**src/rtl/shift_pkg.sv**
```systemverilog
// Shared types for the universal shift register:
// command codes and controller states.
package shift_pkg;

    typedef enum logic [2:0] {
        M_NOP  = 3'd0,
        M_LOAD = 3'd1,
        M_SHL  = 3'd2,
        M_SHR  = 3'd3,
        M_ROTL = 3'd4,
        M_ROTR = 3'd5,
        M_ASR  = 3'd6,
        M_RSVD = 3'd7
    } mode_t;

    typedef enum logic {
        S_IDLE  = 1'b0,
        S_SHIFT = 1'b1
    } state_t;

endpackage

```
**src/rtl/shift_step.sv**
```systemverilog
// Single-bit move of the register for one shift step.
// Pure combinational; the controller decides when to apply it.
module shift_step
    import shift_pkg::*;
#(
    parameter int WIDTH = 8
) (
    input  logic [WIDTH-1:0] q,
    input  mode_t            mode,
    input  logic             sin_l,
    input  logic             sin_r,
    output logic [WIDTH-1:0] next_q
);

    always_comb begin
        next_q = q;
        unique case (mode)
            M_SHL:   next_q = {q[WIDTH-2:0], sin_l};
            M_SHR:   next_q = {sin_r, q[WIDTH-1:1]};
            M_ROTL:  next_q = {q[WIDTH-2:0], q[WIDTH-1]};
            M_ROTR:  next_q = {q[0], q[WIDTH-1:1]};
            M_ASR:   next_q = {q[WIDTH-1], q[WIDTH-1:1]};
            default: next_q = q;
        endcase
    end

endmodule

```
**src/rtl/univ_shift_reg.sv**
```systemverilog
// Universal shift register: load, shift, rotate and arithmetic
// shift, moving one bit per cycle with busy/done handshake.
module univ_shift_reg
    import shift_pkg::*;
#(
    parameter int              WIDTH     = 8,
    parameter logic [WIDTH-1:0] RESET_VAL = '0
) (
    input  logic                       clk,
    input  logic                       reset,
    input  logic                       sclr,
    input  logic                       sset,
    input  logic                       start,
    input  logic [2:0]                 mode,
    input  logic [$clog2(WIDTH+1)-1:0] amount,
    input  logic [WIDTH-1:0]           din,
    input  logic                       sin_l,
    input  logic                       sin_r,
    output logic [WIDTH-1:0]           q,
    output logic                       busy,
    output logic                       done
);

    localparam int AW = $clog2(WIDTH+1);
    localparam logic [AW-1:0] WMAX = AW'(WIDTH);

    state_t           state, state_n;
    mode_t            mode_r, mode_n;
    logic [AW-1:0]    cnt, cnt_n;
    logic [WIDTH-1:0] q_n, step_q;
    logic             done_n;
    mode_t            cmd;
    logic             is_load, is_mv;

    assign cmd     = mode_t'(mode);
    assign is_load = (cmd == M_LOAD);
    assign is_mv   = cmd inside {M_SHL, M_SHR, M_ROTL, M_ROTR, M_ASR};
    assign busy    = (state == S_SHIFT);

    shift_step #(
        .WIDTH (WIDTH)
    ) u_step (
        .q      (q),
        .mode   (mode_r),
        .sin_l  (sin_l),
        .sin_r  (sin_r),
        .next_q (step_q)
    );

    always_ff @(posedge clk or posedge reset) begin
        if (reset) begin
            state <= S_IDLE;
        end else begin
            state <= state_n;
        end
    end

    always_ff @(posedge clk or posedge reset) begin
        if (reset) begin
            q      <= RESET_VAL;
            cnt    <= '0;
            mode_r <= M_NOP;
            done   <= 1'b0;
        end else begin
            q      <= q_n;
            cnt    <= cnt_n;
            mode_r <= mode_n;
            done   <= done_n;
        end
    end

    // Clears win over everything and silently drop a running command.
    always_comb begin
        state_n = state;
        q_n     = q;
        cnt_n   = cnt;
        mode_n  = mode_r;
        done_n  = 1'b0;
        if (sclr) begin
            q_n     = '0;
            cnt_n   = '0;
            state_n = S_IDLE;
        end else if (sset) begin
            q_n     = '1;
            cnt_n   = '0;
            state_n = S_IDLE;
        end else if (state == S_SHIFT) begin
            q_n   = step_q;
            cnt_n = cnt - 1'b1;
            if (cnt == AW'(1)) begin
                state_n = S_IDLE;
                done_n  = 1'b1;
            end
        end else if (start) begin
            unique case (1'b1)
                is_load: begin
                    q_n    = din;
                    done_n = 1'b1;
                end
                (is_mv && amount != '0): begin
                    state_n = S_SHIFT;
                    mode_n  = cmd;
                    cnt_n   = (amount > WMAX) ? WMAX : amount;
                end
                default: done_n = 1'b1;
            endcase
        end
    end

endmodule

```
**config.mk**
```make
export PLATFORM = sky130hd
export DESIGN_NAME = univ_shift_reg
export DESIGN_NICKNAME = d
export VERILOG_FILES = /design/src/rtl/shift_pkg.sv /design/src/rtl/shift_step.sv /design/src/rtl/univ_shift_reg.sv
export SDC_FILE = /design/constraint.sdc
export NUM_CORES = 1
export LEC_CHECK = 0
export ABC_AREA = 1
export BUFFER_PORTS_ARGS = -buffer_cell sky130_fd_sc_hd__buf_2
export CORE_UTILIZATION = 47
export CTS_BUF_LIST = sky130_fd_sc_hd__clkbuf_8 sky130_fd_sc_hd__clkbuf_16
export DETAILED_ROUTE_END_ITERATION = 6
export GPL_TIMING_DRIVEN = 0
export MAX_ROUTING_LAYER = met4
export PLACE_DENSITY = 0.81
export SLEW_MARGIN = 20
export SYNTH_ARGS = -nofsm -noshare
export SYNTH_HDL_FRONTEND = slang
export SYNTH_SLANG_ARGS = --single-unit
```
**constraint.sdc**
```tcl
create_clock -name clk -period 1.3 [get_ports clk]
set_input_delay 0.325 -clock clk [delete_from_list [all_inputs] [get_ports clk]]
set_output_delay 0.325 -clock clk [all_outputs]
set_load 0.02 [all_outputs]
```
==> flow_metrics.py, run 1 <==
metrics = {
    "sta": {
        "tightest_slew_ps": 665.6,
        "max_slew_margin_pct": 55.58,
        "clock.fmax_ghz": 0.7834,
        "finalCritPeriodShare_pct": 98.19,
        "min_period_ps": 1276,
        "hold_violations": 0,
        "drv_slew": 0,
        "fin_ws_ps": 23.51,
        "setup_violations": 0,
        "rsz0062_at_grt": "true",
        "skew_ps": 1.024,
    },
    "yosys": {
        "synth.distinct_cells": 28,
        "synthXorXnorAreaFrac_pct": 1.256,
        "synth-seq-cells": 17,
        "synth_compound_area_share_pct": 13.04,
        "synth_top_area_share_pct": 32.85,
        "synthAdderAreaFrac_pct": 1.932,
        "yosys-top-cells-area": "dfrtp_1 33%, nand2_1 21%, nand4_1 4.8%",
        "yosysWarnings": 0,
        "yosys.area_share.simple_pct": 41.16,
        "synth_common_cells": "72 x nand2_1, 17 x dfrtp_1, 14 x inv_1",
        "postSynthCellCount": 180,
        "synth_top_family_by_area": "simple AND/OR/NAND/NOR gates",
        "synthMuxAreaShare_pct": 0,
        "synth_edf_count": 0,
        "synth_ff_type": "dfrtp_1",
        "synth_area_sq_um": 1295,
        "async_flop_share_pct": 100.0,
        "synth_area_leader_cell": "dfrtp_1",
        "seq_area_frac_synth_pct": 32.85,
        "yosysMostFrequentCell": "nand2_1",
        "syn_area_per_cell_sq_um": 7.194,
        "synth_nets": 204,
    },
    "job": {
        "drv_cap": 0,
    },
    "outcome": {
        "status": "completed",
    },
    "placement": {
        "dp_cells": 240,
        "globalplace.congestion": 0.8009,
        "pre_cts_ws_ps": -91.53,
        "post-dp-hpwl_um": 2043,
        "portBuffers": 30,
    },
    "power": {
        "p_switching_w": 0.0007119,
        "p_int_w": 0.001094,
        "p_clk_share_pct": 22.4,
        "irDropWorstVdd_mv": 0.9075,
        "power.leakage_nw": 0.8330,
        "p_sw_share_pct": 39.43,
        "p_per_area_nw_per_um2": 1100,
        "pwr-share-seq_pct": 35.5,
        "p_comb_share_pct": 42.1,
    },
    "floorplanning": {
        "io-pin-count": 32,
        "core_sq_um": 2545,
        "start_util_pct": 50.88,
        "rows": 18,
        "die_h_um": 54.49,
        "die-area_sq_um": 2969,
        "die_w_um": 54.49,
    },
    "clocking": {
        "cts-hold-fix-buffers": 0,
        "cts-root-buf": "clkbuf_8",
        "cts_tree": "done",
        "cts_max_path_buffers": 2,
        "clk_pin_slew_ps": 70,
        "clk_latency_ps": 260,
        "cts.htree.levels": 1,
        "cts-buffers-inserted": 3,
        "clkSinkCount": 17,
    },
    "routing": {
        "dr.first_iter.drc_count": 24,
        "vias": 1318,
        "postRouteAntennaNets": 0,
        "drt-vias-per-instance": 5.293,
        "drt_wl_total_um": 3086,
        "drt_first_pass_iters": 4,
        "avgRoutedWirePerCell_um": 12.39,
        "drc_errors": 0,
    },
    "worst_setup_path": {
        "arrival_ps": 1420,
        "startpoint_type": "flop",
        "end_kind": "flop",
        "path_class": "flop to flop",
        "required_ps": 1450,
        "critPathMaxFanout": 10,
    },
    "finish": {
        "area_growth_pct": 26.76,
        "insertedDiodeCount": 0,
        "final_cells": 249,
        "drive_gt1_share_pct": 30.59,
        "nets": 244,
        "fillers": 252,
        "fin_util_pct": 64.50,
    },
    "global_route": {
        "antenna_found_initial": 0,
        "grt_max_degree": 18,
        "grt_pass1_wl_um": 4726,
        "grt_usage_pct": 23.56,
        "overflow": 0,
        "grt_pass1_vias": 1159,
    },
    "worst_hold_path": {
        "holdCritPathClass": "input pin to async pin",
    },
}
## layout make-up
type	instances	area, sq um	area share, %
Buffer	6	73.82	4.497
Clock buffer	3	41.29	2.515
Clock inverter	1	3.754	0.2287
Inverter	17	73.82	4.497
Multi-Input combinational cell	142	802.0	48.86
Sequential cell	17	426.7	25.99
Tap cell	30	37.54	2.287
Timing Repair Buffer	33	182.7	11.13
## path summary, 6_finish.rpt
| check | cells after the start | end | slack [ps] | start |
|---|---|---|---|---|
| worst max register to register | 6 | q[6] | 20 | mode_r[2] |
| max in group asynchronous | 2 | busy | 680 | reset |
| worst min-delay path | 2 | q[6] | 150 | reset |
| worst min register to register | 2 | q[2] | 530 | q[2] |
| min in group clk | 5 | q[3] | 370 | din[3] |
| worst max-delay path | 6 | q[6] | 20 | mode_r[2] |
## cells in the final DEF, fill, tap and decap left out, types with 2 or more instances in the layout
cell      instances
nand2_1          70
buf_2            30
dfrtp_1          16
inv_1            13
nor2_1           11
a21oi_1          11
nand4_1          10
o21ai_0           8
nand3_1           6
buf_6             5
inv_4             4
nand3_4           4
nand2_2           3
nand3_2           3
clkbuf_8          3
nor2_4            2
o21ai_1           2
o21ai_4           2
ha_1              2
buf_4             2
## per-layer routing
layer | global-route usage [%] | wire length [um] | up-vias
met3 | 3.889 | 129 | 9
met5 | - | 0 | -
met1 | 25.43 | 1341 | 599
li1 | - | - | 670
met2 | 40.24 | 1542 | 40
met4 | 14.10 | 72 | 0
## worst max-delay path, stage by stage, from the launching register on
cell     delay, ps
dfrtp_1        390
buf_12         160
xor2_4         190
o21ai_4        210
nor2_4          80
nand2_1         80
nand2_1         60
## power by group through the flow
stage | registers [W] | logic, W | clock network (W)
final | 0.000641 | 0.000761 | 0.000404
after global placement | 0.000639 | 0.000596 | 0
after CTS | 0.000631 | 0.000694 | 0.000401
after detailed placement | 0.000640 | 0.000601 | 0
after global routing | 0.000647 | 0.000835 | 0.000433
after floorplan | 0.000669 | 0.000431 | 0
## per-stage QoR
step | setup TNS [ps] | total power (W) | hold slack [ps] | area [sq um]
after CTS | 0 | 0.001726 | 179.3 | 1598
after floorplan | 0 | 0.001100 | 251.1 | 1295
after global routing | -192.8 | 0.001915 | 217.2 | 1642
final | 0 | 0.001806 | 150.4 | 1642
after global placement | -393.9 | 0.001235 | 453.2 | 1483
after detailed placement | -587.9 | 0.001241 | 453.6 | 1483
## timing repair
action | 4_1_cts | 5_1_grt
pin swaps | 2 | 3
endpoints found under the setup margin | 10 | 9
buffers inserted | 2 | 1
gates resized for setup | 10 | 11
cloned | 2 | 0
## logic make-up (layout without fill, tap and decap cells)
group                    after synthesis  count (layout)
AND/OR/NAND/NOR                      110             112
AO/OA/AOI/OAI                         27              27
buffers and inverters                 23              60
adder cells (fa/ha/maj)                2               2
flip-flops                            17              17
XOR/XNOR                               1               1
## sequential cells by signal (all words and copies together) (netlist names)
signal and count:
cnt 4, mode_r 3, done 1, q 8, busy 1
Note: power is estimated with default switching activity, not from simulation.
==> inputs of run 2 (changes only) <==
CORE_ASPECT_RATIO = 1.75   (was not set)
==> run 2 against run 1 <==
Design area rose by 1.3%. Via count rose by 2.4%. First-iteration DRC count rose by 140%. Non-clock buffer count rose by 1. Clock power barely moved. Register-to-register slack got worse by 40 ps. The flow now finishes with violations (setup timing). Fmax fell by 3.3%. Sequential power barely moved. Critical path type unchanged. Global-route usage rose by 0.95 points. Combinational power rose by 5.5%. Die area rose by 0.28%. Clock skew rose by 1.3 ps.
==> flow_metrics.py, run 2 (synthesis gave the netlist of run 1 again) <==
metrics = {
    "finish": {
        "insertedDiodeCount": 0,
        "final_cell_mix": "69 x nand2_1, 30 x buf_2, 16 x dfrtp_1",
        "multiInputGateArea_sq_um": 795.8,
        "final_cells": 246,
        "regArea_sq_um": 426.7,
        "mostFrequentLayoutCell": "nand2_1",
        "area_growth_pct": 28.41,
        "drive_gt1_share_pct": 31.82,
        "top_register": "q",
        "largest_reg_flops": 8,
        "fillers": 226,
        "reg_top3": "q (8), cnt (4), mode_r (3)",
        "nets": 245,
    },
    "sta": {
        "tns_ps": -64.08,
        "finalCritPeriodShare_pct": 101.5,
        "fin_hold_ws_ps": 172.3,
        "hold_violations": 0,
        "tightest_slew_ps": 718.3,
        "max_slew_margin_pct": 52.06,
        "rsz0062_at_grt": "true",
        "setup_violations": 5,
        "min_period_ps": 1320,
        "drv_slew": 0,
        "clock.fmax_ghz": 0.7576,
        "skew_ps": 2.309,
        "fin_ws_ps": -19.91,
    },
    "floorplanning": {
        "core_sq_um": 2552,
        "die_w_um": 41.68,
        "die-area_sq_um": 2978,
        "io-pin-count": 32,
        "rows": 24,
        "die_h_um": 71.44,
        "start_util_pct": 50.74,
    },
    "routing": {
        "drt-vias-per-instance": 5.488,
        "drt_wl_total_um": 3287,
        "drt_first_pass_iters": 4,
        "dr.first_iter.drc_count": 57,
        "avgRoutedWirePerCell_um": 13.36,
        "drc_errors": 0,
        "postRouteAntennaNets": 0,
        "vias": 1350,
    },
    "clocking": {
        "cts-hold-fix-buffers": 0,
        "clk_pin_slew_ps": 70,
        "clkSinkCount": 17,
        "cts-root-buf": "clkbuf_8",
        "cts-buffers-inserted": 3,
        "cts_max_path_buffers": 2,
        "clk_latency_ps": 260,
        "cts.htree.levels": 1,
        "cts_tree": "done",
    },
    "global_route": {
        "use_met3_pct": 2.519,
        "grt_pass1_vias": 1306,
        "grt_pass1_wl_um": 5602,
        "overflow": 0,
        "grt_usage_pct": 24.51,
        "antenna_found_initial": 0,
        "busiest_layer": "met2",
        "use_met1_pct": 26.90,
        "grt_max_degree": 18,
        "use_met2_pct": 44.62,
    },
    "placement": {
        "globalplace.congestion": 0.8642,
        "dp_cells": 236,
        "pre_cts_ws_ps": -81.57,
        "portBuffers": 30,
        "post-dp-hpwl_um": 2305,
    },
    "worst_setup_path": {
        "r2r-end": "q[7]",
        "r2r_start": "mode_r[2]",
        "startpoint_type": "flop",
        "end_kind": "flop",
        "reg2regPathDepth": 9,
        "arrival_ps": 1520,
        "critPathMaxFanout": 7,
        "path_class": "flop to flop",
        "r2r_slack_ps": -20,
        "required_ps": 1500,
    },
    "outcome": {
        "violations": "setup timing",
        "status": "finished with violations",
    },
    "power": {
        "power.leakage_nw": 0.8454,
        "irDropWorstVdd_mv": 0.6678,
        "p_per_area_nw_per_um2": 1110,
    },
    "worst_hold_path": {
        "holdCritPathClass": "input pin to async pin",
    },
    "job": {
        "drv_cap": 0,
    },
}
run 2: routing by layer:
metal	vias to the layer above	wire, um
met5	-	0
met4	0	72
met3	9	118
met2	43	1820
met1	624	1276
li1	674	-
run 2: power breakdown:
group / internal, W / switching (W)
logic: 0.000323 / 0.000480
registers: 0.000584 / 0.0000581
clock network: 0.000210 / 0.000191
run 2: layout make-up:
| cell class | instances | share of cell area, % |
|---|---|---|
| Sequential cell | 17 | 25.66 |
| Clock inverter | 1 | 0.2257 |
| Buffer | 6 | 4.063 |
| Inverter | 17 | 4.740 |
| Timing Repair Buffer | 34 | 13.02 |
| Clock buffer | 3 | 2.483 |
| Multi-Input combinational cell | 142 | 47.86 |
| Tap cell | 26 | 1.956 |
run 2: worst max-delay path by stage:
stage / start / end / slack (ps) / cells after the start
2_1_floorplan: busy / q[1] / 3 / 5
3_3_place_gp: busy / q[6] / -50 / 5
3_5_place_dp: mode_r[0] / q[1] / -80 / 8
4_1_cts: mode_r[1] / q[6] / 5 / 10
5_1_grt: mode_r[2] / q[7] / -100 / 9
6_report: mode_r[2] / q[7] / -20 / 9
run 2: worst max-delay path: stages, from the launching register on:
cell	delay, ps
dfrtp_1	410
buf_8	170
inv_8	40
nand3_4	90
nand3_4	130
o21ai_1	170
nand2_1	90
nand2_1	60
nand2_1	40
nand2_1	50
run 2: through the flow:
step | util (%) | area (sq um) | power, W
after floorplan | - | 1295 | 0.001100
after global placement | 57.89 | 1478 | 0.001239
after detailed placement | 57.89 | 1478 | 0.001254
after CTS | 62.99 | 1608 | 0.001763
after global routing | 65.15 | 1663 | 0.001965
final | 65.15 | 1663 | 0.001846
run 2: timing repair:
action	in CTS	in global routing
buffers inserted	2	1
resized for setup	11	9
pin swaps	2	2
endpoints found under the setup margin	9	9
gates cloned	2	1
==> inputs of run 3 (changes only) <==
CORE_UTILIZATION = 40   (was 47)
PLACE_DENSITY = 0.71   (was 0.81)
SETUP_SLACK_MARGIN = 0.02   (was not set)
==> run 3 against run 2 <==
Wire length down 0.85%. Sequential share of layout area decreased by 1.2 points. The flow finishes with violations (DRC, setup timing). Largest power group unchanged. Design area grew 4.8%. Critical endpoint is now q[1]. Register-to-register slack is essentially flat.
==> flow_metrics.py, run 3 (synthesis gave the netlist of run 1 again) <==
metrics = {
    "sta": {
        "finalCritPeriodShare_pct": 101.6,
        "clock.fmax_ghz": 0.7569,
        "hold_violations": 0,
        "skew_ps": 3.386,
        "rsz0062_at_grt": "true",
        "drv_slew": 0,
        "fin_ws_ps": -21.24,
        "tightest_slew_ps": 692.5,
        "max_slew_margin_pct": 53.78,
        "setup_violations": 2,
        "min_period_ps": 1321,
    },
    "clocking": {
        "cts_tree": "done",
        "cts.htree.levels": 1,
        "cts_max_path_buffers": 2,
        "cts-root-buf": "clkbuf_8",
        "cts-buffers-inserted": 3,
        "clk_latency_ps": 260,
        "clkSinkCount": 17,
        "clk_pin_slew_ps": 70,
    },
    "worst_setup_path": {
        "end_kind": "flop",
        "critPathMaxFanout": 9,
        "arrival_ps": 1480,
        "path_class": "flop to flop",
        "required_ps": 1460,
        "startpoint_type": "flop",
    },
    "floorplanning": {
        "die_w_um": 45.01,
        "rows": 27,
        "start_util_pct": 41.67,
        "die-area_sq_um": 3478,
        "die_h_um": 77.27,
        "core_sq_um": 3108,
        "io-pin-count": 32,
    },
    "finish": {
        "largest_reg_flops": 8,
        "reg_top3": "q (8), cnt (4), mode_r (3)",
        "final_cell_mix": "72 x nand2_1, 31 x buf_2, 16 x dfrtp_1",
        "area_growth_pct": 34.59,
        "mostFrequentLayoutCell": "nand2_1",
        "design_area_sq_um": 1743,
        "drive_gt1_share_pct": 33.04,
        "top_register": "q",
        "insertedDiodeCount": 0,
        "nets": 252,
    },
    "global_route": {
        "grt_usage_pct": 22.13,
        "grt_max_degree": 18,
        "overflow": 0,
        "grt_pass1_vias": 1242,
        "antenna_found_initial": 0,
        "grt_pass1_wl_um": 5582,
    },
    "routing": {
        "drc_errors": 2,
        "postRouteAntennaNets": 0,
        "drt_first_pass_iters": 6,
        "drt-vias-per-instance": 4.993,
        "avgRoutedWirePerCell_um": 12.07,
        "dr.first_iter.drc_count": 42,
        "vias": 1348,
        "drt_wl_total_um": 3259,
    },
    "power": {
        "p_per_area_nw_per_um2": 1082,
        "irDropWorstVdd_mv": 0.6416,
        "power.leakage_nw": 0.8693,
    },
    "placement": {
        "post-dp-hpwl_um": 2256,
        "portBuffers": 30,
        "place_area_sq_um": 1500,
        "pre_cts_ws_ps": -86.32,
        "globalplace.congestion": 0.8006,
    },
    "job": {
        "drv_cap": 0,
    },
    "outcome": {
        "violations": "DRC, setup timing",
        "status": "finished with violations",
    },
    "worst_hold_path": {
        "holdCritPathClass": "input pin to async pin",
    },
}
==> run 3: worst paths after layout <==
path / start / to / slack (ps) / depth (start not counted)
max reg2reg: mode_r[2] / q[1] / -20 / 10
min in group clk: mode[2] / mode_r[2] / 350 / 3
min reg2reg: q[0] / q[0] / 530 / 2
max: mode_r[2] / q[1] / -20 / 10
min: reset / q[3] / 160 / 2
max in group asynchronous: reset / busy / 650 / 2
==> run 3: layout make-up <==
cell class	instances	area (sq um)
fillers	333	1365
multi-input cells	142	812.0
plain buffers	6	68.82
clock inverters	1	5.005
well taps	43	53.80
repair buffers	41	261.5
flip-flops and latches	17	426.7
inverters	17	73.82
clock buffers	3	41.29
==> run 3: report_power, final <==
part | total (W) | switching [W] | internal (W)
Combinational | 0.000836 | 0.000486 | 0.000351
Sequential | 0.000636 | 0.0000525 | 0.000584
Clock | 0.000414 | 0.000201 | 0.000213
==> run 3: layer usage <==
layer  global-route usage, %  vias up  share of wire [%]
met5                       -        -                  0
li1                        -      688                  -
met3                   2.353        6                2.8
met2                   37.39       33                 55
met4                   10.30        0                2.1
met1                   24.78      621                 40
==> run 3: metrics by stage <==
step           instances  setup TNS (ps)  hold slack, ps  util (%)  power, W
2_1_floorplan        180               0           251.0         -  0.001100
3_3_place_gp         253          -462.8           468.7     48.27  0.001249
3_5_place_dp         253          -706.3           463.5     48.27  0.001258
4_1_cts              267          -3.997           179.9     54.31  0.001832
5_1_grt              270          -762.1           213.4     56.08  0.002007
6_report             270          -29.98           159.2     56.08  0.001887
==> run 3: timing repair <==
| item | 4_1_cts | 5_1_grt |
|---|---|---|
| endpoints found under the setup margin | 9 | 13 |
| pin swaps | 5 | 6 |
| buffers inserted | 8 | 3 |
| cloned | 2 | 0 |
| gates resized for setup | 7 | 8 |
| hold buffers | 0 | 0 |
==> run 3: worst max-delay path, cell delays in order (launching register included) <==
cell and delay [ps]:
dfrtp_1 360, buf_8 150, clkinvlp_4 130, nand3_4 110, nand3_4 120, nand2_1 90
nand2_1 60, nand2_1 60, nand2_1 50, nand2_1 50, nand2_1 40
